**src/rtl/rr_reg_arbiter.sv**
```systemverilog
// -----------------------------------------------------------------------------
// rr_reg_arbiter
//
// Round-robin controller sharing one W-bit register among N requesters. In
// IDLE the first active request at or after the priority pointer wins. The
// winner's data word is loaded into the shared register, a one-cycle grant
// pulse is issued, and a lockout of HOLD_CYC cycles follows before the next
// arbitration.
//
// Parameters:
//   N        number of requesters (2..8)
//   W        width of the shared register and of each data word
//   HOLD_CYC lockout cycles after each grant (0..15)
//
// Ports:
//   clk      rising-edge clock
//   reset    synchronous, active-high reset
//   req      request per requester, bit i = requester i
//   wdata    packed data, requester i occupies [i*W +: W]
//   gnt      registered one-hot grant pulse, high for exactly one cycle
//   q        shared register contents
//   last_id  index of the most recently granted requester
//   busy     high whenever the controller is not in IDLE
// -----------------------------------------------------------------------------
module rr_reg_arbiter #(
    parameter int unsigned N        = 4,
    parameter int unsigned W        = 8,
    parameter int unsigned HOLD_CYC = 2,
    localparam int unsigned IW      = (N > 1) ? $clog2(N) : 1
) (
    input  logic           clk,
    input  logic           reset,
    input  logic [N-1:0]   req,
    input  logic [N*W-1:0] wdata,
    output logic [N-1:0]   gnt,
    output logic [W-1:0]   q,
    output logic [IW-1:0]  last_id,
    output logic           busy
);

    localparam logic [1:0] StIdle = 2'd0;
    localparam logic [1:0] StGnt  = 2'd1;
    localparam logic [1:0] StHold = 2'd2;

    // Loaded on leaving GNT; HOLD exits on the edge where the counter is zero,
    // so HOLD lasts HOLD_CYC cycles.
    localparam logic [3:0] HoldInit = (HOLD_CYC > 0) ? (4'(HOLD_CYC) - 4'd1) : 4'd0;

    logic [1:0]    state_q, state_d;
    logic [N-1:0]  gnt_q, gnt_d;
    logic [W-1:0]  q_q, q_d;
    logic [IW-1:0] last_id_q, last_id_d;
    logic [IW-1:0] ptr_q, ptr_d;
    logic [3:0]    cnt_q, cnt_d;
    logic          busy_q;

    logic          win_valid;
    logic [IW-1:0] win_idx;
    logic [IW-1:0] ptr_next;
    logic [W-1:0]  win_data;
    logic [N-1:0]  win_onehot;
    int unsigned   probe;

    // Search req starting at ptr and wrapping modulo N; the first hit wins.
    always_comb begin
        win_valid = 1'b0;
        win_idx   = '0;
        probe     = 0;
        for (int unsigned k = 0; k < N; k++) begin
            probe = (32'(ptr_q) + k) % N;
            if (!win_valid && req[probe[IW-1:0]]) begin
                win_valid = 1'b1;
                win_idx   = probe[IW-1:0];
            end
        end
    end

    // Winner's data word and one-hot grant vector.
    always_comb begin
        win_data   = '0;
        win_onehot = '0;
        for (int unsigned i = 0; i < N; i++) begin
            if (win_idx == IW'(i)) begin
                win_data      = wdata[i*W +: W];
                win_onehot[i] = 1'b1;
            end
        end
    end

    // The pointer moves just past the winner so it gets lowest priority next.
    assign ptr_next = (win_idx == IW'(N - 1)) ? '0 : (win_idx + 1'b1);

    always_comb begin
        state_d   = state_q;
        gnt_d     = '0;
        q_d       = q_q;
        last_id_d = last_id_q;
        ptr_d     = ptr_q;
        cnt_d     = cnt_q;
        case (state_q)
            StIdle: begin
                if (win_valid) begin
                    q_d       = win_data;
                    gnt_d     = win_onehot;
                    last_id_d = win_idx;
                    ptr_d     = ptr_next;
                    state_d   = StGnt;
                end
            end
            StGnt: begin
                if (HOLD_CYC > 0) begin
                    cnt_d   = HoldInit;
                    state_d = StHold;
                end else begin
                    state_d = StIdle;
                end
            end
            StHold: begin
                // Requests are ignored here; q keeps its value.
                if (cnt_q == 4'd0) begin
                    state_d = StIdle;
                end else begin
                    cnt_d = cnt_q - 4'd1;
                end
            end
            default: begin
                state_d = StIdle;
            end
        endcase
    end

    always_ff @(posedge clk) begin
        if (reset) begin
            state_q   <= StIdle;
            gnt_q     <= '0;
            q_q       <= '0;
            last_id_q <= '0;
            ptr_q     <= '0;
            cnt_q     <= '0;
            busy_q    <= 1'b0;
        end else begin
            state_q   <= state_d;
            gnt_q     <= gnt_d;
            q_q       <= q_d;
            last_id_q <= last_id_d;
            ptr_q     <= ptr_d;
            cnt_q     <= cnt_d;
            busy_q    <= (state_d != StIdle);
        end
    end

    assign gnt     = gnt_q;
    assign q       = q_q;
    assign last_id = last_id_q;
    assign busy    = busy_q;

endmodule

```
**config.mk**
```make
export PLATFORM = sky130hd
export DESIGN_NAME = rr_reg_arbiter
export DESIGN_NICKNAME = d
export VERILOG_FILES = /design/src/rtl/rr_reg_arbiter.sv
export SDC_FILE = /design/constraint.sdc
export NUM_CORES = 1
export LEC_CHECK = 0
export CORE_MARGIN = 1
export CORE_UTILIZATION = 43
export CTS_CLUSTER_SIZE = 28
export DETAILED_ROUTE_END_ITERATION = 10
export PLACE_DENSITY = 0.8
export SETUP_SLACK_MARGIN = 0.05
export SYNTH_ARGS = -nofsm -noshare
export SYNTH_HDL_FRONTEND = slang
export SYNTH_SLANG_ARGS = --single-unit
```
**constraint.sdc**
```tcl
create_clock -name clk -period 2.44 [get_ports clk]
set_input_delay 0.244 -clock clk [delete_from_list [all_inputs] [get_ports clk]]
set_output_delay 0.244 -clock clk [all_outputs]
set_load 0.01 [all_outputs]
```
==> metrics.md, run 1 <==
| Metric | Value |
|---|---|
| Overall Global Routing Usage | 22.33% |
| Clock-pin slew on the worst setup and hold paths | around 0.13 ns |
| # Post-CTS Setup Buffers | 0 |
| Crit path capture type | flop |
| Met3 routed WL | 223 µm |
| Slew HR | 78.30% |
| Slew @ Worst Pin | roughly 0.33 ns |
| Hold Crit Class | flop to flop |
| Placement row count | 19 |
| Clk buf depth | 2 |
| Largest family of logic cells by synthesized area | compound AO/OA/AOI/OAI gates |
| Ranking of synthesized cells by area | dfxtp_1 (35%), a21oi_1 (9.1%), ha_1 (4.7%), a221oi_2 (4.6%), inv_1 (4.6%) |
| Starting DRT DRC Count | 40 |
| Die Span X | approximately 57 µm |
| Worst EP arrival | 2.44 ns |
| Number of synthesized register bits | 23 |
| I/O Buffers | 52 |
| Initial Utilization | 46.57% |
| Final ANT Viol Nets | 0 |
| Area fraction of the dominant cell type after synthesis | 34.95% |
| Cells after Synth | about 170 |
| First-pass GRT wire length | approximately 6000 µm |
| ANT cells | 0 |
| Residual DRC | 0 |
| Final hold vios | 0 |
| Synth Area in Simple Gates | 19.47% |
| Hold_buf cts | 0 |
| Mapped cell area | 0.001318 mm² |
| Synth Area in Adders | 4.748% |
| Hold Slack | 0.4994 ns |
| DR pass1 iterations | 4 |
| Core area | 0.002829 mm² |
| Largest net degree at the start of global routing | 18 |
| Maximum VDD drop | about 0.32 mV |
| Layout Nets | around 260 |
| Post-synthesis mux area share | less than 1% |
| CTS tree | done |
| Routability cong. | 0.7487 |
| DPL Wire Length | 2693 µm |
| Layout Utilization | 68.38% |
| Fin area | 0.001934 mm² |
| Highest Signal Layer | met4 |
| CP required | 2.65 ns |
| Final Setup Violations | 0 |
| Leading area contributor after synthesis | dfxtp_1 |
| Worst-case clock skew | 0.001063 ns |
| Xor/xnor cell area share of the yosys netlist | 0% |
| CP Class | input pin to flop |
| Pwr per Cell Area | 632.6 mW/mm² |
| Fin. max-slew vios | 0 |
| EDFF count, synth | 0 |
| Compound-cell area share of the yosys netlist | 31.43% |
| Die H | about 57 µm |
| Sink Count | 23 |
| Setup_tns | 0 ns |
| Critical path fanouts, max | 13 |
| M1 WL | between 1000 and 1500 µm |
| Fraction of layout cells with a size suffix above 1 | 13.64% |
| Leak pwr | approximately 0.00077 µW |
| Cell Area, Placed | 0.001899 mm² |
| Fmax | around 0.45 GHz |
| Initial antenna violation count | 0 |
| Status | complete, no violations |
| Max-cap viol count | 0 |
| Final Cycle Share | between 90% and 100% |
| Area growth syn-to-layout | 46.82% |
| RSZ-0062 raised after global routing | false |
| Mean Syn Cell Area | 7.985 µm² |
| Vias | 1383 |
| IO Pins | between 50 and 60 |
| Total power | roughly 1200 µW |
| WL/cell | 13.56 µm |
| Metal2 WL | roughly 1800 µm |
| Routed wire length | approximately 3400 µm |
| Synth warnings | 0 |
| Syn Nets | 208 |
| Tmin final | 2.236 ns |
| Via density | 5.510 |
| Layout fillers | 221 |
| Vias in the first global route | 1414 |
| Synth unique cells | 37 |
| Startpoint types | input pin |
| Post-synth ARST share | 0% |
| Clk root buf | clkbuf_4 |
| Worst skew pair latency | 0.31 ns |
| Total gr overflow | 0 |
| Sequential share of the synthesized area | 34.95% |
| Die area | 0.003290 mm² |
| CTS Buf Count | 3 |
| Main flop type after synthesis | dfxtp_1 |
| Max H-tree Level | 1 |
## repair_timing
action	CTS	global route
gates resized for setup	0	3
hold endpoints to repair	0	0
endpoints found under the setup margin	0	8
## registers in the layout, summed over array words and instances (netlist names)
register  count
last_id       2
cnt_q         4
ptr_q         2
state_q       2
busy          1
gnt           4
q             8
## final cells by class
class / instances / area [µm²] / area share, %
inverters: 16 / 60.06 / 3.105
well taps: 31 / 38.79 / 2.005
clock buffers: 3 / 22.52 / 1.164
clock inverters: 1 / 5.005 / 0.2587
multi-input cells: 115 / 752.0 / 38.87
flip-flops and latches: 23 / 460.4 / 23.80
repair buffers: 62 / 595.6 / 30.79
## worst max-delay path, cell delays in order
cell,delay [ns]
clkdlybuf4s50_1,0.52
nor2b_1,0.26
nor2_1,0.09
o22ai_1,0.28
inv_1,0.11
ha_2,0.28
a21oi_1,0.16
o21ai_0,0.10
a221oi_1,0.30
nor3_1,0.08
## metal layers
layer / vias up / global-route usage, %
met5: - / 0
met2: 53 / 41.86
li1: 692 / -
met1: 632 / 25.32
met3: 6 / 3.628
met4: 0 / 7.666
## logic make-up after synthesis
family,count (synthesis)
mux,1
buf+inv,27
compound gates,58
fa+ha+maj,5
flops,23
simple gates,51
## cell usage in the layout, fill, tap and decap left out, types with 3 or more instances in the layout
cell | synthesis | layout
a221oi_2 | 4 | 4
a21oi_1 | 24 | 24
buf_4 | 0 | 10
dfxtp_1 | 23 | 23
ha_2 | 0 | 3
o21ai_0 | 11 | 11
clkbuf_4 | 0 | 3
a221oi_1 | 4 | 4
nor2_1 | 15 | 15
clkdlybuf4s50_1 | 0 | 52
and2_1 | 5 | 5
nor3_1 | 8 | 8
nand2_1 | 12 | 12
inv_1 | 16 | 16
## path summary, 6_finish.rpt
check | startpoint | to | slack [ns] | cells past startpoint
worst max register to register | ptr_q[0] | q[4] | 0.30 | 9
worst min register to register | last_id[0] | last_id[0] | 0.50 | 2
worst min-delay path | last_id[0] | last_id[0] | 0.50 | 2
worst max-delay path | req[0] | q[4] | 0.20 | 10
## metrics by stage
stage,setup WS (ns),cells
floorplan,0.4233,165
global placement,-0.01493,247
detailed placement,-0.2191,247
CTS,0.1164,251
global route,0.05140,251
finish,0.2039,251
## synthesized netlist by cell type (all sizes together), types with 2 or more instances
cell	instances
nand2	12
ha	5
dfxtp	23
o21ai	11
nor2b	2
nor3	9
buf	5
inv	16
a211oi	2
a21oi	24
o31ai	2
nand3b	2
a221oi	8
a21o	3
nor2	17
clkbuf	6
and2	5
## power breakdown
group | total (µW) | leakage, µW | switching (µW) | internal (µW)
Clock | 179 | 0.0000177 | 117 | 61.1
Sequential | 473 | 0.000189 | 41.8 | 431
Combinational | 572 | 0.000558 | 275 | 297
Total | 1220 | 0.000765 | 434 | 789
(Power assumes the default switching activity.)
==> inputs of run 2 (changes only) <==
--- a/config.mk
+++ b/config.mk
@@ -5,11 +5,13 @@
 export SDC_FILE = /design/constraint.sdc
 export NUM_CORES = 1
 export LEC_CHECK = 0
+export CELL_PAD_IN_SITES_DETAIL_PLACEMENT = 0
+export CELL_PAD_IN_SITES_GLOBAL_PLACEMENT = 1
 export CORE_MARGIN = 1
-export CORE_UTILIZATION = 43
+export CORE_UTILIZATION = 30
 export CTS_CLUSTER_SIZE = 28
 export DETAILED_ROUTE_END_ITERATION = 10
-export PLACE_DENSITY = 0.8
+export PLACE_DENSITY_LB_ADDON = 0.1
 export SETUP_SLACK_MARGIN = 0.05
 export SYNTH_ARGS = -nofsm -noshare
 export SYNTH_HDL_FRONTEND = slang
==> metrics.md, run 2 (synthesis gave the netlist of run 1 again) <==
| Metric | Value |
|---|---|
| Pwr per Cell Area | 646.0 mW/mm² (+2.1%) |
| Status | complete, no violations |
| Initial antenna violation count | 0 (unchanged) |
| Routed wire length | 3473 µm (+2.1%) |
| Routability cong. | 0.7470 (-0.23%) |
| RSZ-0062 raised after global routing | false |
| Clk buf depth | 2 (unchanged) |
| Die Span X | 68.27 µm (+19%) |
| DR pass1 iterations | 4 (unchanged) |
| CP Class | input pin to flop |
| Commonest non-fill, non-tap cell in the layout | clkdlybuf4s50_1 |
| Fmax | 0.4585 GHz (+2.5%) |
| Net Sw Frac | 34.16% (-1.3 points) |
| CTS Buf Count | 3 (unchanged) |
| Critical path buffers and inverters | 3 (+1) |
| DPL Wire Length | 2701 µm (+0.31%) |
| Die area | 0.004661 mm² (+42%) |
| Final Cycle Share | 89.38% (-2.3 points) |
| IO Pins | 53 (unchanged) |
| Vias | 1329 (-3.9%) |
| Top Family by Delay on Critical Path | buffers and inverters |
| Clock-pin slew on the worst setup and hold paths | 0.09 ns (-0.04 ns) |
| Fraction of layout cells with a size suffix above 1 | 15.32% (+1.7 points) |
| Sequential Power Share | 36.7% (-2.0 points) |
| Layout fillers | 404 (+83%) |
| ANT cells | 0 (unchanged) |
| Core area | 0.004115 mm² (+45%) |
| Clk root buf | clkbuf_8 |
| Maximum VDD drop | 0.3674 mV (+16%) |
| Final ANT Viol Nets | 0 (unchanged) |
| Layout Utilization | 48.62% (-20 points) |
| Sink Count | 23 (unchanged) |
| Leak pwr | 0.0007887 µW (+3.1%) |
| Max-cap viol count | 0 (unchanged) |
| Hold_buf cts | 0 (unchanged) |
| Final Setup Violations | 0 (unchanged) |
| Final hold vios | 0 (unchanged) |
| Largest net degree at the start of global routing | 18 (unchanged) |
| First-pass GRT wire length | 5382 µm (-7.8%) |
| Vias in the first global route | 1241 (-12%) |
| Register area | 460.4 µm² (unchanged) |
| Startpoint types | input pin |
| # Post-CTS Setup Buffers | 0 (unchanged) |
| Overall Global Routing Usage | 15.18% (-7.2 points) |
| Dpl cells | 268 (+8.5%) |
| Hold Crit Class | flop to flop |
| Clock share of power | 18.6% (+4.0 points) |
| Placement row count | 23 (+4) |
| WL/cell | 12.77 µm (-5.8%) |
| Die H | 68.27 µm (+19%) |
| Critical path fanouts, max | 11 (-2) |
| Max stage delay cell, worst path | clkdlybuf4s50_1 |
| Slew HR | 67.93% (-10 points) |
| Residual DRC | 0 (unchanged) |
| Worst EP arrival | 2.32 ns (-0.12 ns) |
| Total gr overflow | 0 (unchanged) |
| Multi-input logic area | 760.7 µm² (+1.2%) |
| Max H-tree Level | 1 (unchanged) |
| Pint | 850.9 µW (+7.8%) |
| Commonest cells after routing, fill and taps aside | clkdlybuf4s50_1 (52), a21oi_1 (24), dfxtp_1 (23) |
| Worst skew pair latency | 0.27 ns (-0.04 ns) |
| PostCTS Resize Cnt | 0 (unchanged) |
| Max reg flops | 8 (unchanged) |
| Fin. max-slew vios | 0 (unchanged) |
| Slew @ Worst Pin | 0.4801 ns (+0.1547 ns) |
| CTS tree | done |
| Cells along the critical path | clkdlybuf4s50_1, nor2b_2, o31ai_1, and2_1, buf_4, ha_1, buf_4, a21oi_1, a221oi_1, nor3_1 |
| Psw | 441.5 µW (+1.6%) |
| Via density | 4.886 (-11%) |
| Setup_tns | 0 ns (unchanged) |
| Tmin final | 2.181 ns (-0.05531 ns) |
| CP max stage delay | 0.47 ns (-0.05 ns) |
| CP required | 2.58 ns (-0.07 ns) |
| Initial Utilization | 32.02% (-15 points) |
| Crit path capture type | flop |
| Combinational cell fraction of total power | 44.7% (-2.0 points) |
| Layout Nets | 266 (+0.76%) |
| Starting DRT DRC Count | 41 (+2.5%) |
| I/O Buffers | 52 (unchanged) |
| Worst-case clock skew | 0.006136 ns (+0.005073 ns) |
| Crit path top cell by count | buf_4 |
| Finished Layout Cells | 272 (+8.4%) |
| Area growth syn-to-layout | 51.85% |
==> run 2: power groups by stage <==
| stage | logic [µW] | clock network [µW] | registers (µW) |
|---|---|---|---|
| after floorplan | 311 | 0 | 490 |
| after global placement | 568 | 0 | 477 |
| after detailed placement | 571 | 0 | 480 |
| after CTS | 575 | 248 | 472 |
| after global routing | 643 | 264 | 481 |
| final | 578 | 240 | 474 |
==> run 2: layout make-up <==
| cell class | count | area share, % |
|---|---|---|
| Multi-Input combinational cell | 115 | 38.02 |
| Clock inverter | 1 | 0.2502 |
| Inverter | 16 | 3.002 |
| Clock buffer | 3 | 2.064 |
| Sequential cell | 23 | 23.01 |
| Tap cell | 50 | 3.127 |
| Timing Repair Buffer | 64 | 30.52 |
==> run 2: metal layers <==
metal | wire length [µm] | GRT usage, % | part of all wire [%]
met1 | 1608 | 19.70 | 46
met5 | 0 | 0 | 0
met3 | 141 | 4.167 | 4.1
met2 | 1715 | 25.25 | 49
met4 | 8 | 2.344 | 0.23
==> run 2: path summary, 6_finish.rpt <==
check	startpoint	end	slack [ns]	depth (start not counted)
hold reg to reg	cnt_q[0]	cnt_q[0]	0.49	2
hold / removal	cnt_q[0]	cnt_q[0]	0.49	2
setup reg to reg	ptr_q[0]	q[6]	0.37	9
setup / recovery	req[0]	q[6]	0.26	10
==> run 2: worst register-to-register path, stage by stage (launching register included) <==
cell      delay (ns)
dfxtp_1         0.45
nor2b_2         0.09
o31ai_1         0.28
and2_1          0.21
buf_4           0.12
ha_1            0.18
buf_4           0.20
a21oi_1         0.06
a221oi_1        0.28
nor3_1          0.08
==> run 2: per-stage QoR <==
step                hold slack, ns  instance area [µm²]  power [µW]  setup WS (ns)
finish                      0.4942                 2001        1292         0.2592
global route                0.5221                 2001        1388        0.05712
CTS                         0.4986                 1984        1295        0.07341
detailed placement          0.4832                 1938        1051        -0.2035
global placement            0.4711                 1938        1045        -0.1065
floorplan                   0.3331                 1318       801.1         0.4233
